===== config.mk =====
export PLATFORM = sky130hd
export DESIGN_NAME = bf16_to_int_pipe
export DESIGN_NICKNAME = d
export VERILOG_FILES = /design/src/rtl/bf16_to_int_pipe.sv
export SDC_FILE = /design/constraint.sdc
export NUM_CORES = 1
export LEC_CHECK = 0
export BUFFER_PORTS_ARGS = -buffer_cell sky130_fd_sc_hd__buf_2
export CAP_MARGIN = 20
export CELL_PAD_IN_SITES_DETAIL_PLACEMENT = 0
export CELL_PAD_IN_SITES_GLOBAL_PLACEMENT = 1
export CORE_MARGIN = 3
export CORE_UTILIZATION = 30
export DETAILED_ROUTE_END_ITERATION = 8
export GPL_ROUTABILITY_DRIVEN = 0
export GPL_TIMING_DRIVEN = 0
export PLACE_DENSITY = 0.58
export SLEW_MARGIN = 20
export SYNTH_ARGS = -nofsm -noshare
export SYNTH_HDL_FRONTEND = slang
export SYNTH_SLANG_ARGS = --single-unit

===== constraint.sdc =====
create_clock -name clk -period 10.2 [get_ports clk]
set_input_delay 3.06 -clock clk [delete_from_list [all_inputs] [get_ports clk]]
set_output_delay 3.06 -clock clk [all_outputs]
set_load 0.1 [all_outputs]

===== src/rtl/bf16_to_int_pipe.sv =====
// bf16_to_int_pipe: two-stage elastic BF16 -> integer converter, LANES lanes of INT_W-bit results.
// Define BF16_INT_FLAGS_EN to build the per-lane {NV, NX} flags; otherwise out_flags is tied to 0.
module bf16_to_int_pipe #(
    parameter int LANES = 1,
    parameter int INT_W = 16
) (
    input  logic                   clk,
    input  logic                   rst,
    input  logic                   in_valid,
    output logic                   in_ready,
    input  logic [16*LANES-1:0]    in_data,
    input  logic [1:0]             in_rm,
    input  logic                   in_signed,
    output logic                   out_valid,
    input  logic                   out_ready,
    output logic [INT_W*LANES-1:0] out_data,
    output logic [2*LANES-1:0]     out_flags
);

    // Alignment window: INT_W+1 integer bits above FB fraction bits (guard is the top fraction bit).
    localparam int FB = 10;
    localparam int XW = INT_W + 1 + FB;

    localparam logic [INT_W+1:0] ONE_W  = {{(INT_W+1){1'b0}}, 1'b1};
    localparam logic [INT_W+1:0] LIM_SN = ONE_W << (INT_W - 1);
    localparam logic [INT_W+1:0] LIM_SP = LIM_SN - ONE_W;
    localparam logic [INT_W+1:0] LIM_U  = (ONE_W << INT_W) - ONE_W;
    localparam logic [INT_W-1:0] MAX_S  = {1'b0, {(INT_W-1){1'b1}}};
    localparam logic [INT_W-1:0] MIN_S  = {1'b1, {(INT_W-1){1'b0}}};
    localparam logic [INT_W-1:0] MAX_U  = {INT_W{1'b1}};

    typedef struct packed {
        logic           sign;
        logic           nan;
        logic           inf;
        logic           ovf;
        logic [INT_W:0] mag;
        logic           g;
        logic           rs;
    } align_t;

    function automatic align_t align_lane(input logic [15:0] x);
        align_t        a;
        logic [XW-1:0] x0;
        logic [XW-1:0] xs;
        logic          lost;
        int            sh;
        a      = '0;
        a.sign = x[15];
        x0     = {{(XW-8){1'b0}}, 1'b1, x[6:0]} << (FB - 7);
        xs     = '0;
        lost   = 1'b0;
        sh     = int'(x[14:7]) - 127;
        if (x[14:7] == 8'hFF) begin
            a.nan = (x[6:0] != 7'd0);
            a.inf = (x[6:0] == 7'd0);
        end else if (x[14:7] == 8'h00) begin
            // Subnormals sit far below one quarter: only sticky can be set.
            a.rs = (x[6:0] != 7'd0);
        end else if (sh > INT_W) begin
            a.ovf = 1'b1;
        end else begin
            if (sh >= 0) begin
                xs = x0 << sh;
            end else if (-sh < XW) begin
                xs   = x0 >> (-sh);
                lost = ((xs << (-sh)) != x0);
            end else begin
                lost = 1'b1;
            end
            a.mag = xs[XW-1:FB];
            a.g   = xs[FB-1];
            a.rs  = (|xs[FB-2:0]) | lost;
        end
        return a;
    endfunction

    function automatic logic [INT_W+1:0] round_mag(input align_t a, input logic [1:0] rm);
        logic inc;
        case (rm)
            2'd0:    inc = a.g & (a.rs | a.mag[0]);
            2'd1:    inc = 1'b0;
            2'd2:    inc = a.sign & (a.g | a.rs);
            default: inc = ~a.sign & (a.g | a.rs);
        endcase
        return {1'b0, a.mag} + {{(INT_W+1){1'b0}}, inc};
    endfunction

    function automatic logic [INT_W-1:0] sat_val(input align_t a, input logic [1:0] rm,
                                                 input logic sgn);
        logic [INT_W+1:0] m;
        logic [INT_W-1:0] pos_max;
        logic [INT_W-1:0] neg_lim;
        m       = round_mag(a, rm);
        pos_max = sgn ? MAX_S : MAX_U;
        neg_lim = sgn ? MIN_S : '0;
        if (a.nan) return pos_max;
        if (a.inf | a.ovf) return a.sign ? neg_lim : pos_max;
        if (!a.sign) return (m > (sgn ? LIM_SP : LIM_U)) ? pos_max : m[INT_W-1:0];
        if (!sgn) return '0;
        return (m > LIM_SN) ? MIN_S : -m[INT_W-1:0];
    endfunction

`ifdef BF16_INT_FLAGS_EN
    function automatic logic [1:0] lane_flags(input align_t a, input logic [1:0] rm,
                                              input logic sgn);
        logic [INT_W+1:0] m;
        logic             nx;
        m  = round_mag(a, rm);
        nx = a.g | a.rs;
        if (a.nan | a.inf | a.ovf) return 2'b10;
        if (!a.sign) return (m > (sgn ? LIM_SP : LIM_U)) ? 2'b10 : {1'b0, nx};
        if (sgn) return (m > LIM_SN) ? 2'b10 : {1'b0, nx};
        return (m != '0) ? 2'b10 : {1'b0, nx};
    endfunction
`endif

    logic vld_p1_q, vld_p1_d;
    logic vld_p2_q, vld_p2_d;
    logic ld_p1, ld_p2;

    assign ld_p2    = ~vld_p2_q | out_ready;
    assign in_ready = ~vld_p1_q | ld_p2;
    assign ld_p1    = in_valid & in_ready;

    always_comb begin
        vld_p1_d = vld_p1_q;
        vld_p2_d = vld_p2_q;
        if (in_ready) vld_p1_d = in_valid;
        if (ld_p2)    vld_p2_d = vld_p1_q;
    end

    always_ff @(posedge clk or posedge rst) begin
        if (rst) begin
            vld_p1_q <= 1'b0;
            vld_p2_q <= 1'b0;
        end else begin
            vld_p1_q <= vld_p1_d;
            vld_p2_q <= vld_p2_d;
        end
    end

    // Stage 1: decode and align each lane.
    align_t     aln_p1_q [LANES];
    logic [1:0] rm_p1_q;
    logic       sgn_p1_q;

    always_ff @(posedge clk) begin
        if (ld_p1) begin
            for (int i = 0; i < LANES; i++) aln_p1_q[i] <= align_lane(in_data[16*i +: 16]);
            rm_p1_q  <= in_rm;
            sgn_p1_q <= in_signed;
        end
    end

    // Stage 2: round, apply sign and saturate.
    logic [INT_W*LANES-1:0] data_p2_d, data_p2_q;

    always_comb begin
        data_p2_d = data_p2_q;
        if (ld_p2 & vld_p1_q) begin
            for (int i = 0; i < LANES; i++)
                data_p2_d[INT_W*i +: INT_W] = sat_val(aln_p1_q[i], rm_p1_q, sgn_p1_q);
        end
    end

    always_ff @(posedge clk or posedge rst) begin
        if (rst) data_p2_q <= '0;
        else     data_p2_q <= data_p2_d;
    end

`ifdef BF16_INT_FLAGS_EN
    logic [2*LANES-1:0] flags_p2_d, flags_p2_q;

    always_comb begin
        flags_p2_d = flags_p2_q;
        if (ld_p2 & vld_p1_q) begin
            for (int i = 0; i < LANES; i++)
                flags_p2_d[2*i +: 2] = lane_flags(aln_p1_q[i], rm_p1_q, sgn_p1_q);
        end
    end

    always_ff @(posedge clk or posedge rst) begin
        if (rst) flags_p2_q <= '0;
        else     flags_p2_q <= flags_p2_d;
    end

    assign out_flags = flags_p2_q;
`else
    assign out_flags = '0;
`endif

    assign out_valid = vld_p2_q;
    assign out_data  = data_p2_q;

endmodule


# Word-level counts from Yosys, hierarchy flattened
# Memory sizes are Yosys's and may differ from the RTL's.
# Cells that the tools add are included.
# word_totals
reg_bits,21
mem_bits_rw,23
inputBits,23
mem_bits_ro,0
n_memories,1
latchBits,0
word_cells,93
out_inout_bits,20
# op_classes
reduce_logical,5
add_sub_neg,4
mux,52
order_cmp,5
n_bitwise,14
n_mul,0
div_mod_pow,0
n_eq_ne,4
n_shift,3
# mem_list
memory,words,word_bits,rd,rd_ports_with_merged_regs,write_ports,line_no,text
aln_p1_q,1,23,1,0,1,144,align_t aln_p1_q [LANES];
# ops
cell,count
2-to-1 mux 16 bit,14
2-to-1 mux 27 bit,6
2-to-1 mux 20 bit,2
2-to-1 mux 19 bit,2
"less-than comparator 32 x 6 -> 1 bit, second input constant",1
negation 9 -> 32 bit,1
left shift 11 x 32 -> 27 bit,1
left shift 27 x 32 -> 27 bit,1
right shift 11 x 32 -> 27 bit,1
!= test 27 x 11 -> 1 bit,1
2-to-1 mux 1 bit,25
adder 17 x 1 -> 18 bit,1
> comparator 18 x 16 -> 1 bit,1
"> comparator 18 x 16 -> 1 bit, second input constant",1
negation 16 bit,1
">= comparator 9 x 1 -> 1 bit, second input constant",1
"> comparator 9 x 6 -> 1 bit, second input constant",1
OR reduction 9 bit,1
"subtractor 8 x 7 -> 9 bit, second input constant",1
"== test 8 bit, second input constant",1
logical NOT 8 bit,1
logical NOT 7 bit,1
nonzero test 7 bit,1
bitwise OR 1 bit,6
other kinds (7),14

# Longest topological paths before layout
# logic_depth
depth_word,17
ltp_mapped,21
depth_no_buf,20

# Worst setup path after synthesis
# Ideal clock, no wire load.
# synth_path
path_type,input port to flip-flop
from,input in_data[7]
to,"memory aln_p1_q[0][0] (netlist name), data pin"
path_stages,20
setup_ps,268
arrival_ps,7341
slack_ps,2591
path_buffers,5
path_cell_list,buf_2 > buf_1 > inv_1 > clkbuf_1 > ha_1 > buf_2 > nor4b_1 > a22o_1 > clkbuf_1 > nand2_1 > ha_1 > or4_1 > nor4_1 > o21ai_1 > a21oi_1 > or4b_1 > nand3_1 > o2111ai_1 > nor3_1 > o211ai_1
# synth_between
elab_chain_cells,16
elab_cells_between_ends,29
cone_classes,add/sub (2); order compare (3); eq/ne (2); shift (3); mux (16); bitwise (1); reduce/logical (2)
# synth_lines
item,line_no,text
"start, declared",11,"input logic [16*LANES-1:0] in_data,"
subtractor 8 x 7 -> 9 bit,53,sh = int'(x[14:7]) - 127;
negation 9 -> 32 bit,"65, 66, 67",
right shift 11 x 32 -> 27 bit,66,xs = x0 >> (-sh);
left shift 27 x 32 -> 27 bit,67,lost = ((xs << (-sh)) != x0);
!= test 27 x 11 -> 1 bit,67,
2-to-1 mux 1 bit,65,end else if (-sh < XW) begin
2-to-1 mux 1 bit,63,if (sh >= 0) begin
2-to-1 mux 1 bit,60,end else if (sh > INT_W) begin
2-to-1 mux 1 bit,57,end else if (x[14:7] == 8'h00) begin
2-to-1 mux 1 bit,54,if (x[14:7] == 8'hFF) begin
2-to-1 mux 1 bit,149,if (ld_p1) begin
bitwise OR 1 bit,73,a.rs = (|xs[FB-2:0]) | lost;
2-to-1 mux 19 bit,60,
2-to-1 mux 1 bit,57,
2-to-1 mux 20 bit *,54,
2-to-1 mux 20 bit *,149,
"end, declared",144,
# Every way passes the cells marked *; elsewhere a longest branch is shown, timed or not. The select of a mux whose other input is x is not followed.

# Final worst setup path
# Same ends and word-level chain as after synthesis.

==> flow_metrics.tcl <==
set metrics [dict create \
    worst_ep_arrival_time_ns 9.01 \
    yosysWarnings 0 \
    dr.first_iter.drc_count 518 \
    tns_ns 0 \
    grt_usage 0.1905 \
    max_slew_margin 0.4260 \
    rsz0062_at_grt "no" \
    p_sw_mw 0.3051 \
    path_max_fanout 11 \
    finalSetupViolations 0 \
    grt_pass1_wl_mm 28.41 \
    min_period_over_period 0.8801 \
    cts_tree "yes" \
    total_power_mw 0.6900 \
    ios 43 \
    status "complete, no violations" \
    gr-total-overflow 0 \
    clk_latency_ns 0.29 \
    postPlaceCellArea_um2 5602 \
    combPwrFrac 0.435 \
    endpoint_kind "register" \
    p_leak_nw 2.032 \
    final_nets 785 \
    hold_buffers 0 \
    place_ws_ns 1.088 \
    drt_wl_total_mm 17.87 \
    ant_nets 0 \
    dp.final_hpwl_mm 14.15 \
    min_from "out_data[9]" \
    reg2reg_depth 16 \
    drc 0 \
    cts_sinks 44 \
    seqPwrFrac 0.317 \
    reg2reg_slack_ns 5.22 \
    yosysSeqAreaShare 0.2404 \
    max_freq_mhz 111.4 \
    drive_above_1_share 0.1124 \
    vias 5532 \
    dr.pass1.iters 5 \
    reg2reg_from "aln_p1_q[0][22]" \
    fin_skew_ns 0.005999 \
    root_buffer "clkbuf_16" \
    die_area_um2 18680 \
    grt_max_degree 27 \
    synth_area_um2 5122 \
    synthFlopType "edfxtp_1" \
    yosysUniqueCellTypes 73 \
    cap_violations 0 \
    cts_setup_buffers 0 \
    wl_per_cell_um 18.46 \
    stdcell_area_um2 5768 \
    critPathRequiredTime_ns 10.23 \
    reg2reg_to "out_data[15]" \
    syn_inst 699 \
    pwr-share-clk 0.248 \
    cts_buffers 5 \
    cts.clk_slew.worst_paths_ns 0.06 \
    die_h_um 136.7 \
    holdCritPathClass "reg -> reg" \
    worst_slew_pin_slew_ns 0.8549 \
    internal_power_mw 0.3849 \
    routed_via_density 5.715 \
    synth_seq_cells 44 \
    powerDensity_nw_per_um2 119.6 \
    ir_worst_vdd_v 0.0001026 \
    setup.worst_path.class "in -> reg" \
    synthArstFlopShare 0.4091 \
    finalMaxSlewViolations 0 \
    grt_pass1_vias 5201 \
    io_buffers 39 \
    fin_crit_ns 8.977 \
    area_delta_synth_final_pct 12.60 \
    p_sw_frac 0.4421 \
    synth_area_per_cell_um2 7.328 \
    hold_viol 0 \
    initial_core_util 0.3078 \
    synth-edff-count 26 \
    die_x_um 136.7 \
    setup_slack_ns 1.223 \
    cp-start-kind "primary input" \
    min_to "out_data[9]" \
    coreArea_um2 16640 \
    hold_depth 2 \
    placementRows 47 \
    post-route-util 0.3466 \
    h-tree-depth 2 \
    clockBufferDepth 2 \
    antenna_found_initial 0 \
    cts.repair.resized 0 \
]
==> worst max path at each step <==
stage | startpoint | end | slack (ns)
3_3_place_gp | in_data[7] | aln_p1_q[0][0] | 1.03
3_5_place_dp | in_data[7] | aln_p1_q[0][0] | 1.09
2_1_floorplan | in_data[7] | aln_p1_q[0][0] | 2.59
5_1_grt | in_data[7] | aln_p1_q[0][0] | 0.81
6_report | in_data[7] | aln_p1_q[0][0] | 1.22
4_1_cts | in_data[7] | aln_p1_q[0][0] | 1.36
==> stage by stage <==
step | hold slack [ns] | instances
6_report | 0.5175 | 968
4_1_cts | 0.5243 | 967
5_1_grt | 0.5486 | 967
3_3_place_gp | 0.4950 | 959
2_1_floorplan | 0.4711 | 700
3_5_place_dp | 0.5108 | 959
==> final cells by class <==
cell class                      count  area (µm²)
Buffer                             53       219.0
Antenna cell                        1       2.502
Sequential cell                    44        1231
Fill cell                        1799       10870
Inverter                           25       93.84
Clock inverter                      2       12.51
Tap cell                          220       275.3
Clock buffer                        6       150.1
Multi-Input combinational cell    578        3588
Timing Repair Buffer               39       195.2
==> cell usage after synthesis, types with 3 or more instances <==
library cell / instances / area, µm²
or4_1: 5 / 37.54
clkbuf_1: 34 / 127.6
a211oi_1: 7 / 52.55
nand2b_1: 11 / 68.82
a22o_1: 3 / 26.28
nand3_1: 38 / 190.2
a31oi_1: 12 / 75.07
o21a_1: 7 / 52.55
nand4_1: 12 / 75.07
ha_1: 16 / 200.2
dfrtp_1: 18 / 450.4
buf_2: 10 / 50.05
o221ai_1: 3 / 26.28
nand2_1: 68 / 255.2
nor2b_1: 5 / 31.28
or2_2: 4 / 25.02
and2_1: 16 / 100.1
edfxtp_1: 26 / 780.8
o31ai_1: 8 / 60.06
mux2i_1: 11 / 110.1
buf_1: 7 / 26.28
a22oi_1: 5 / 37.54
xor2_1: 10 / 87.58
o22ai_1: 3 / 18.77
and4_1: 4 / 35.03
o211ai_1: 18 / 135.1
nor2_1: 82 / 307.8
o21ai_0: 41 / 205.2
nor4_1: 11 / 68.82
xnor2_1: 21 / 183.9
nand4b_1: 4 / 35.03
o311ai_0: 3 / 26.28
inv_1: 23 / 86.33
a211o_1: 5 / 43.79
o2111ai_1: 4 / 35.03
or3_1: 9 / 56.30
nor3b_1: 3 / 22.52
and3_1: 9 / 56.30
a31o_2: 4 / 35.03
a32oi_1: 4 / 35.03
nor3_1: 18 / 90.09
mux2_2: 8 / 90.09
a21oi_1: 47 / 235.2
==> routing by layer <==
layer | wire, µm | track usage | part of all wire | vias to the layer above
met4 | 325 | 0.05207 | 0.018 | 0
met2 | 8143 | 0.3045 | 0.46 | 192
met1 | 8475 | 0.2716 | 0.47 | 2633
met3 | 926 | 0.02206 | 0.052 | 25
li1 | - | - | - | 2682
met5 | 0 | 0 | 0 | -
==> worst max-delay path, stage by stage <==
cell	delay [ns]
buf_2	0.11
buf_2	0.22
buf_1	0.44
inv_1	0.11
clkbuf_1	0.33
ha_1	0.43
buf_2	0.22
nor4b_1	0.36
a22o_1	0.18
clkbuf_1	0.40
nand2_1	0.10
ha_1	0.20
or4_1	0.52
nor4_1	0.53
o21ai_1	0.26
a21oi_1	0.27
buf_2	0.27
o2111ai_1	0.19
a21oi_1	0.26
o2111ai_1	0.15
nor3_1	0.26
o211ai_1	0.11
==> cells by family after synthesis <==
group           after synthesis  share of synthesized area
other cells                   1                  0.0007321
buf+inv                      78                    0.06106
flops                        44                     0.2404
xor+xnor                     31                    0.05300
compound gates              198                     0.2606
fa+ha+maj                    16                    0.03908
simple gates                312                     0.3061
mux                          19                    0.03908
==> power by group through the flow <==
stage	registers [mW]	clock network, mW	logic, mW
6_report	0.219	0.171	0.300
3_3_place_gp	0.222	0	0.298
5_1_grt	0.222	0.183	0.323
2_1_floorplan	0.308	0	0.140
4_1_cts	0.219	0.178	0.299
3_5_place_dp	0.223	0	0.297
==> placed cells by master (no fill, tap or decap), types with 4 or more instances in the layout <==
cell and n:
nor2_1 82, nand2_1 68, buf_2 49, a21oi_1 47, o21ai_0 41, nand3_1 38
clkbuf_1 34, edfxtp_1 26, inv_1 23, xnor2_1 21, nor3_1 18, o211ai_1 18
dfrtp_1 18, ha_1 16, and2_1 15, nand4_1 12, a31oi_1 12, nand2b_1 11
nor4_1 11, mux2i_1 11, xor2_1 10, or3_1 9, and3_1 9, mux2_2 8
o21a_1 7, buf_1 7, o31ai_1 7, a211oi_1 7, clkbuf_16 6, or4_1 5
a22oi_1 5, a211o_1 5, nor2b_1 5, and4_1 4, or2_2 4, a31o_2 4
nand4b_1 4, a32oi_1 4, o2111ai_1 4
==> registers in the layout, indices dropped and copies added (netlist names) <==
| signal | cells |
|---|---|
| aln_p1_q | 23 |
| out_valid | 1 |
| vld_p1_q | 1 |
| rm_p1_q | 2 |
| sgn_p1_q | 1 |
| out_data | 16 |
Power figures use the tool's default switching activity.
